$ cat src/rtl/poly_decompress_unpack.sv
// rtl/poly_decompress_unpack.sv - streaming Kyber ByteDecode_D + Decompress_D for one 256-coefficient polynomial
module poly_decompress_unpack #(
    parameter int Q = 3329,
    parameter int N = 256
) (
    input  logic        clk,
    input  logic        rst_n,
    input  logic        start,
    input  logic [3:0]  d_sel,
    input  logic        in_valid,
    output logic        in_ready,
    input  logic [7:0]  in_data,
    output logic        out_valid,
    input  logic        out_ready,
    output logic [11:0] out_coeff,
    output logic        out_last,
    output logic        busy,
    output logic        err
);

    typedef enum logic [1:0] {
        IDLE  = 2'd0,
        RUN   = 2'd1,
        DRAIN = 2'd2
    } state_t;

    state_t      state_q, state_d;
    logic [3:0]  d_q, d_d;
    logic [8:0]  bytes_left_q, bytes_left_d;
    logic [8:0]  coeff_cnt_q, coeff_cnt_d;
    logic [17:0] buf_q, buf_d;
    logic [4:0]  bit_cnt_q, bit_cnt_d;
    logic        out_valid_q, out_valid_d;
    logic        out_last_q, out_last_d;
    logic [11:0] out_coeff_q, out_coeff_d;
    logic        err_q, err_d;

    logic        d_legal;
    logic        acc;
    logic        ext;
    logic        out_hs;
    logic [4:0]  shift_amt;
    logic [4:0]  land_pos;
    logic [17:0] shifted;
    logic [17:0] merged;
    logic [10:0] y_mask;
    logic [10:0] y;
    logic [22:0] prod;

    // Byte acceptance looks only at registered occupancy, so a full buffer
    // never depends on whether an extraction happens in the same cycle.
    assign in_ready  = (state_q == RUN) && (bytes_left_q != 9'd0) && (bit_cnt_q <= 5'd10);
    assign busy      = (state_q != IDLE);
    assign out_valid = out_valid_q;
    assign out_last  = out_last_q;
    assign out_coeff = out_coeff_q;
    assign err       = err_q;

    // Datapath helpers: extraction/accept qualifiers, buffer merge, rounding multiply.
    always_comb begin
        d_legal   = (d_sel == 4'd1) || (d_sel == 4'd4) || (d_sel == 4'd5) ||
                    (d_sel == 4'd10) || (d_sel == 4'd11);
        acc       = in_valid && in_ready;
        out_hs    = out_valid_q && out_ready;
        ext       = (state_q == RUN) && (bit_cnt_q >= {1'b0, d_q}) &&
                    (coeff_cnt_q < 9'(N)) && (!out_valid_q || out_ready);
        shift_amt = ext ? {1'b0, d_q} : 5'd0;
        shifted   = buf_q >> shift_amt;
        // The new byte sits directly above the bits that survive this cycle's shift.
        land_pos  = bit_cnt_q - shift_amt;
        merged    = shifted | ({10'b0, in_data} << land_pos);
        y_mask    = (11'd1 << d_q) - 11'd1;
        y         = buf_q[10:0] & y_mask;
        // Round-half-up of Q*y/2^D; the result never exceeds Q-1.
        prod      = 23'(Q) * {12'b0, y} + (23'd1 << (d_q - 4'd1));
    end

    // Next-state and register updates for control, buffer and output stage.
    always_comb begin
        state_d      = state_q;
        d_d          = d_q;
        bytes_left_d = bytes_left_q;
        coeff_cnt_d  = coeff_cnt_q;
        buf_d        = buf_q;
        bit_cnt_d    = bit_cnt_q;
        out_valid_d  = out_valid_q;
        out_last_d   = out_last_q;
        out_coeff_d  = out_coeff_q;
        err_d        = 1'b0;

        case (state_q)
            IDLE: begin
                if (start) begin
                    if (d_legal) begin
                        d_d          = d_sel;
                        bytes_left_d = {d_sel, 5'b0};
                        coeff_cnt_d  = 9'd0;
                        buf_d        = 18'd0;
                        bit_cnt_d    = 5'd0;
                        state_d      = RUN;
                    end else begin
                        err_d = 1'b1;
                    end
                end
            end
            RUN: begin
                buf_d     = acc ? merged : shifted;
                bit_cnt_d = bit_cnt_q + (acc ? 5'd8 : 5'd0) - shift_amt;
                if (acc) begin
                    bytes_left_d = bytes_left_q - 9'd1;
                end
                if (ext) begin
                    coeff_cnt_d = coeff_cnt_q + 9'd1;
                    if (coeff_cnt_q == 9'(N - 1)) begin
                        state_d = DRAIN;
                    end
                end
            end
            DRAIN: begin
                if (out_hs && out_last_q) begin
                    state_d = IDLE;
                end
            end
            default: begin
                state_d = IDLE;
            end
        endcase

        // Output register holds its value until consumed; a new extraction
        // only happens when it is free or being consumed this cycle.
        if (ext) begin
            out_valid_d = 1'b1;
            out_coeff_d = 12'(prod >> d_q);
            out_last_d  = (coeff_cnt_q == 9'(N - 1));
        end else if (out_hs) begin
            out_valid_d = 1'b0;
            out_last_d  = 1'b0;
        end
    end

    // State register with asynchronous reset; a reset discards any partial polynomial.
    always_ff @(posedge clk or negedge rst_n) begin
        if (!rst_n) begin
            state_q      <= IDLE;
            d_q          <= 4'd0;
            bytes_left_q <= 9'd0;
            coeff_cnt_q  <= 9'd0;
            buf_q        <= 18'd0;
            bit_cnt_q    <= 5'd0;
            out_valid_q  <= 1'b0;
            out_last_q   <= 1'b0;
            out_coeff_q  <= 12'd0;
            err_q        <= 1'b0;
        end else begin
            state_q      <= state_d;
            d_q          <= d_d;
            bytes_left_q <= bytes_left_d;
            coeff_cnt_q  <= coeff_cnt_d;
            buf_q        <= buf_d;
            bit_cnt_q    <= bit_cnt_d;
            out_valid_q  <= out_valid_d;
            out_last_q   <= out_last_d;
            out_coeff_q  <= out_coeff_d;
            err_q        <= err_d;
        end
    end

endmodule

$ cat config.mk
export PLATFORM = sky130hd
export DESIGN_NAME = poly_decompress_unpack
export DESIGN_NICKNAME = d
export VERILOG_FILES = /design/src/rtl/poly_decompress_unpack.sv
export SDC_FILE = /design/constraint.sdc
export NUM_CORES = 1
export LEC_CHECK = 0
export ABC_AREA = 1
export CAP_MARGIN = 20
export CORE_ASPECT_RATIO = 1.2
export CORE_MARGIN = 1
export CORE_UTILIZATION = 60
export DETAILED_ROUTE_END_ITERATION = 8
export PLACE_DENSITY = 0.79
export SLEW_MARGIN = 30
export SYNTH_ARGS = -nofsm -noshare
export SYNTH_HDL_FRONTEND = slang
export SYNTH_SLANG_ARGS = --single-unit
export TNS_END_PERCENT = 30
$ cat constraint.sdc
create_clock -name clk -period 8.2 [get_ports clk]
set_clock_uncertainty 0.15 [all_clocks]
set_input_delay 0.82 -clock clk [delete_from_list [all_inputs] [get_ports clk]]
set_output_delay 0.82 -clock clk [all_outputs]
set_load 0.02 [all_outputs]
==> metrics, run 1 <==
IO Port Bufs 33; Req. time, crit path 8.29 ns; htree depth 3; vias after detailed routing approximately 8.5k; CP Data Arrival Time ~7 ns; Sink Count 62; layout overhead on the synthesized area 7.909%; row cnt 46; WL final 23.18 mm; Final setup viols 0; routed len/inst ~16 um; first-pass GRT wire length about 37 mm; class of the worst hold path flip-flop to flip-flop; Final ANT Viol Nets 0; initial core utilization 0.6229; Seq. cell area 1551 um2; CP Capture Point out_coeff[10]; maximum fanout along the worst path 15; RD Place Congestion between 1 and 1.5; drt pass-1 iters 8; Ports 34; Die H around 130 um; FF-to-FF Start d_q[2]; worst rel slew slack 0.3889; Multi-input gate area 5876 um2; status finished clean; GRT Resource Usage Total 0.3307; post-synth cell types 52; Post-Synthesis Cells around 1.3k; Avg Cell Area, Syn 6.516 um2; Worst R2R End out_coeff[10]; core area ~13,000 um2; met2 wire length ~11 mm; share of cells above drive strength 1 0.04931; HPWL after detailed placement ~18 mm; Seq cells post-synth 62; Tightest Pin Transition 0.9147 ns; syn nets 1,422; # Post-CTS Setup Buffers 0; class of the most critical setup path flip-flop to flip-flop; initial detailed-routing violation count roughly 900; Worst setup EP type flip-flop; DR top layer met4; reg-to-reg slack, setup ~1.3 ns; Tcrit/Tclk final 0.8469; antenna cell count 0; post-CTS sizing 0; number of CTS-inserted buffers 9; Tmin final slightly below 7 ns; NumNets Final approximately 1.4k; DR DRC count 0; via/cell ratio a little under 6; Filler cells 1,247; Hold Buf Count CTS 0; grt total ovfl 0; Die X 109.7 um; CTS tree yes; clock root cell clkbuf_16; final hold violations 0; Critical Path Start d_q[2]; Worst-path clk slew 0.06 ns; Clock Tree Buf Depth 2; die area between 10,000 and 15,000 um2; Hold Crit Start buf_q[4]; synth warn 0; R2R cell count 24; initial antenna violation count 0; post-synthesis sequential area ratio 0.1857; Max Fclk around 140 MHz; CP startpoint kind flip-flop; final setup TNS 0 ns; Worst-Skew Late Latency roughly 0.34 ns; largest net degree at the start of global routing 63; met1 WL around 9.4 mm; max-cap viol count 0; synthesized area between 8000 and 9000 um2; RSZ-0062 raised after global routing false; vias in the first global route between 7k and 8k; met3 WL around 1.4 mm; Max Slew Vio Count 0
==> cell usage after synthesis, drive strengths merged <==
cell type,instances,share of area
a311oi,1,0.0010
clkbuf,12,0.0055
xnor2,7,0.0082
o211ai,3,0.0027
nor4,2,0.0015
inv,181,0.082
buf,27,0.022
or2,8,0.0060
o21bai,1,0.00090
a32oi,1,0.0010
dfrtp,62,0.19
nand2,358,0.17
a221oi,2,0.0021
nand4,19,0.015
a31oi,1,0.00075
o31ai,3,0.0027
mux2i,3,0.0036
ha,103,0.15
o21a,1,0.00090
o22ai,6,0.0045
nor3b,2,0.0018
clkinv,5,0.0022
nand3b,4,0.0036
a21boi,2,0.0018
fa,20,0.048
nor3,22,0.014
nor2,89,0.049
o21ai,59,0.035
nand3,225,0.14
a21oi,38,0.023
o211a,1,0.0012
a22oi,5,0.0045
xor2,9,0.0094
==> placed cells by master, fill, tap and decap left out, types with 3 or more instances in the layout <==
| cell | netlist | final |
|---|---|---|
| nand4_1 | 18 | 18 |
| a21oi_1 | 37 | 37 |
| inv_2 | 4 | 4 |
| o211ai_1 | 3 | 3 |
| inv_1 | 176 | 176 |
| mux2i_1 | 3 | 3 |
| nor2_1 | 81 | 81 |
| clkbuf_16 | 0 | 9 |
| clkinv_1 | 5 | 5 |
| ha_1 | 103 | 103 |
| nand3b_1 | 4 | 4 |
| nand2_4 | 5 | 5 |
| xor2_1 | 9 | 8 |
| nor2_2 | 3 | 3 |
| fa_1 | 20 | 20 |
| nand3_2 | 5 | 5 |
| nand2_1 | 350 | 350 |
| xnor2_1 | 6 | 6 |
| a22oi_1 | 5 | 5 |
| o21ai_0 | 48 | 48 |
| clkdlybuf4s50_1 | 0 | 32 |
| o22ai_1 | 6 | 6 |
| nor3_1 | 20 | 20 |
| o21ai_1 | 11 | 11 |
| dfrtp_1 | 62 | 62 |
| buf_4 | 5 | 6 |
| nor2_8 | 3 | 3 |
| nand2_2 | 3 | 3 |
| nand3_1 | 219 | 219 |
| inv_6 | 0 | 3 |
| o31ai_1 | 3 | 3 |
| or2_2 | 8 | 8 |
==> worst max-delay path, cell delays in order, from the launching register on <==
cell and delay (ns):
dfrtp_1 0.71, clkinv_1 0.49, nor2_1 0.40, inv_1 0.16
nor2_1 0.24, a21oi_1 0.07, nor3b_1 0.74, ha_1 0.37
ha_1 0.28, ha_1 0.33, fa_1 0.53, fa_1 0.50
ha_1 0.40, a21oi_1 0.30, nand2_1 0.14, a21oi_1 0.21
nand2_1 0.10, nand2_1 0.09, nand3_1 0.09, nand3_1 0.12
nand3_1 0.10, nand3_1 0.14, nand3_1 0.07, nand2_1 0.06
inv_1 0.04
==> flip-flops by register name (all words and copies together) (netlist names) <==
signal / flops
bit_cnt_q: 5
buf_q: 18
bytes_left_q: 9
coeff_cnt_q: 9
d_q: 4
err: 1
out_coeff: 12
out_last: 1
out_valid: 1
state_q: 2
==> stage by stage <==
stage          hold WS (ns)  worst slack, ns    util  cell area (um2)  std cells
2_1_floorplan        0.2988            2.511       -             8353       1282
3_3_place_gp         0.3145            1.562  0.6488             8701       1450
3_5_place_dp         0.3189            1.470  0.6488             8701       1450
4_1_cts              0.3348            1.459  0.6716             9006       1466
5_1_grt              0.3569           0.9411  0.6721             9014       1466
6_report             0.3316            1.256  0.6721             9014       1466
==> area by class of cell <==
cell class / count / area share
multi-input combinational: 995 / 0.6519
sequential: 62 / 0.1721
inverter: 186 / 0.07773
timing repair buffer: 39 / 0.04109
clock buffer: 9 / 0.02499
tap: 168 / 0.02332
clock inverter: 7 / 0.008884
==> cell families after synthesis <==
group / count (synthesis) / share of synthesized area
AO/OA/AOI/OAI: 124 / 0.08269
XOR/XNOR: 16 / 0.01768
adder cells (fa/ha/maj): 123 / 0.2022
buffers and inverters: 225 / 0.1117
flip-flops: 62 / 0.1857
multiplexers: 3 / 0.003595
AND/OR/NAND/NOR: 729 / 0.3963
==> routing by layer <==
metal  vias up  global-route usage
met5         -                   0
met4         0              0.1689
met3        77             0.04960
met2       354              0.5503
met1      3811              0.4079
li1       4234                   -
==> worst min-delay path by stage <==
| stage | end | depth (start not counted) | slack (ns) |
|---|---|---|---|
| CTS | buf_q[3] | 2 | 0.33 |
| finish | buf_q[4] | 2 | 0.33 |
| floorplan | buf_q[0] | 2 | 0.30 |
| global route | buf_q[3] | 2 | 0.36 |
| global placement | buf_q[3] | 2 | 0.31 |
| detailed placement | buf_q[1] | 2 | 0.32 |
Power of run 1 is not shown: default switching activity piles up to over one toggle a cycle in this logic, so the estimate is an artifact.
==> run 2: changes to the inputs <==
Clock period 8.2 ns to 6.66 ns, I/O delays scaled along.
==> run 2 against run 1 <==
Effect of this change: sequential share of layout area fell by 0.16 points; cell count is 0.61% higher; highest routed layer unchanged; setup slack got worse by 0.63 ns; critical path type unchanged.
==> metrics, run 2 (same netlist as run 1, synthesis figures left out) <==
status finished clean; Tmin final 6.038 ns (-0.9060 ns); HPWL after detailed placement 18.71 mm (+2.9%); die area 14,400 um2 (unchanged); commonest non-fill, non-tap cells in the layout nand2_1 (350), nand3_1 (219), inv_1 (176); via/cell ratio 5.826 (+0.77%); crit path max-delay cell type fa_1; post-CTS sizing 0 (unchanged); Tcrit/Tclk final 0.9067 (+0.05979); CP startpoint kind flip-flop; layout overhead on the synthesized area 8.943%; most used cell, CP inv_1; Final ANT Viol Nets 0 (unchanged); RSZ-0062 raised after global routing false; pre-CTS WS 0.7028 ns (-0.7668 ns); Worst-path clk slew 0.06 ns (about the same); routed len/inst 15.94 um (+0.79%); Die H 131.3 um (unchanged); Tightest Pin Transition 0.9596 ns (+0.04489 ns); Max Slew Vio Count 0 (unchanged); RD Place Congestion 1.000 (-7.4%); CP Data Arrival Time 6.13 ns (-0.90 ns); clock root cell clkbuf_16; Hold Crit Start buf_q[2]; Req. time, crit path 6.75 ns (-1.54 ns); grt total ovfl 0 (unchanged); reg-to-reg slack, setup 0.62 ns (-0.63 ns); WHS Path Cells 2 (unchanged); final hold violations 0 (unchanged); Largest Register buf_q; share of cells above drive strength 1 0.05509 (+0.005781); placed cell areas 8768 um2 (+0.78%); critical path's top delay family adder cells; Clock Tree Buf Depth 2 (unchanged); Worst R2R End out_coeff[10]; Hold Buf Count CTS 0 (unchanged); maximum fanout along the worst path 6 (-9); antenna cell count 0 (unchanged); Worst-Skew Late Latency 0.34 ns (about the same); class of the worst hold path flip-flop to flip-flop; Final setup viols 0 (unchanged); number of flip-flops in the largest register 18 (unchanged); GRT Resource Usage Total 0.3404 (+0.009659); Sink Count 62 (unchanged); # Post-CTS Setup Buffers 0 (unchanged); htree depth 3 (unchanged); Largest stage delay, worst path 0.53 ns (-0.21 ns); commonest non-fill, non-tap cell in the layout nand2_1; number of CTS-inserted buffers 9 (unchanged); NumNets Final 1,442 (+0.63%); Die X 109.7 um (unchanged); vias in the first global route 8,195 (+4.0%); class of the most critical setup path flip-flop to flip-flop; row cnt 46 (unchanged); R2R cell count 31 (+29%); drt pass-1 iters 8 (unchanged); max-cap viol count 0 (unchanged); Hold Path Sink buf_q[2]; initial core utilization 0.6229 (unchanged); Layout Utilization 0.6786 (+0.006438); IO Port Bufs 33 (unchanged); DR DRC count 0 (unchanged); final setup TNS 0 ns (unchanged); Ports 34 (unchanged); CTS tree yes; core area 13,410 um2 (unchanged); Final WS setup 0.6216 ns (-0.6340 ns); FF-to-FF Start d_q[2]; WL final 23.51 mm (+1.4%); vias after detailed routing 8,594 (+1.4%); worst rel slew slack 0.3554 (-0.03353); Worst setup EP type flip-flop; Post-Layout Inst Area 9100 um2 (+0.96%); first-pass GRT wire length 38.47 mm (+2.9%); largest net degree at the start of global routing 63 (unchanged); CP Buf/Inv Count 8 (+5); initial detailed-routing violation count 897 (-0.77%); initial antenna violation count 0 (unchanged); Max Fclk 165.6 MHz (+15%)
-- run 2: changes by cell type in the layout (fill, tap and decap cells not counted), sizes merged --
cell | previous run | this run
buf | 7 | 16
bufinv | 1 | 2
clkbuf | 9 | 10
inv | 184 | 182
-- run 2: cell type report --
type	instances	area (um2)
inverter	186	700.7
multi-input combinational	995	5868
fill	1215	4310
clock buffer	10	239.0
timing repair buffer	48	437.9
clock inverter	6	92.59
tap	168	210.2
sequential	62	1551
-- run 2: how the worst max path moves through the flow --
stage                      start             to  slack (ns)  cells past startpoint
final                     d_q[2]  out_coeff[10]        0.62                     31
after global routing      d_q[2]  out_coeff[10]        0.03                     31
after CTS                 d_q[2]  out_coeff[10]        0.68                     31
after detailed placement  d_q[2]  out_coeff[10]        0.70                     31
after global placement    d_q[2]  out_coeff[11]        0.76                     26
after floorplan           d_q[0]  out_coeff[10]        0.97                     34
-- run 2: through the flow --
stage	hold slack [ns]	std cells
2_1_floorplan	0.2204	1282
3_3_place_gp	0.3130	1459
3_5_place_dp	0.3170	1459
4_1_cts	0.3317	1475
5_1_grt	0.3673	1475
6_report	0.3275	1475
-- run 2: tightest hold or removal path, cell delays in order, from the launching register on --
cell and delay, ns:
dfrtp_1 0.34, nand2_1 0.06, nand2_1 0.05
-- run 2: routing by layer --
layer | vias to the layer above | track usage | share of wire
met2 | 349 | 0.6041 | 0.51
met3 | 72 | 0.04464 | 0.057
li1 | 4255 | - | -
met4 | 0 | 0.1452 | 0.039
met1 | 3918 | 0.4020 | 0.40
met5 | - | 0 | 0
Power of run 2 is left out for the same reason.
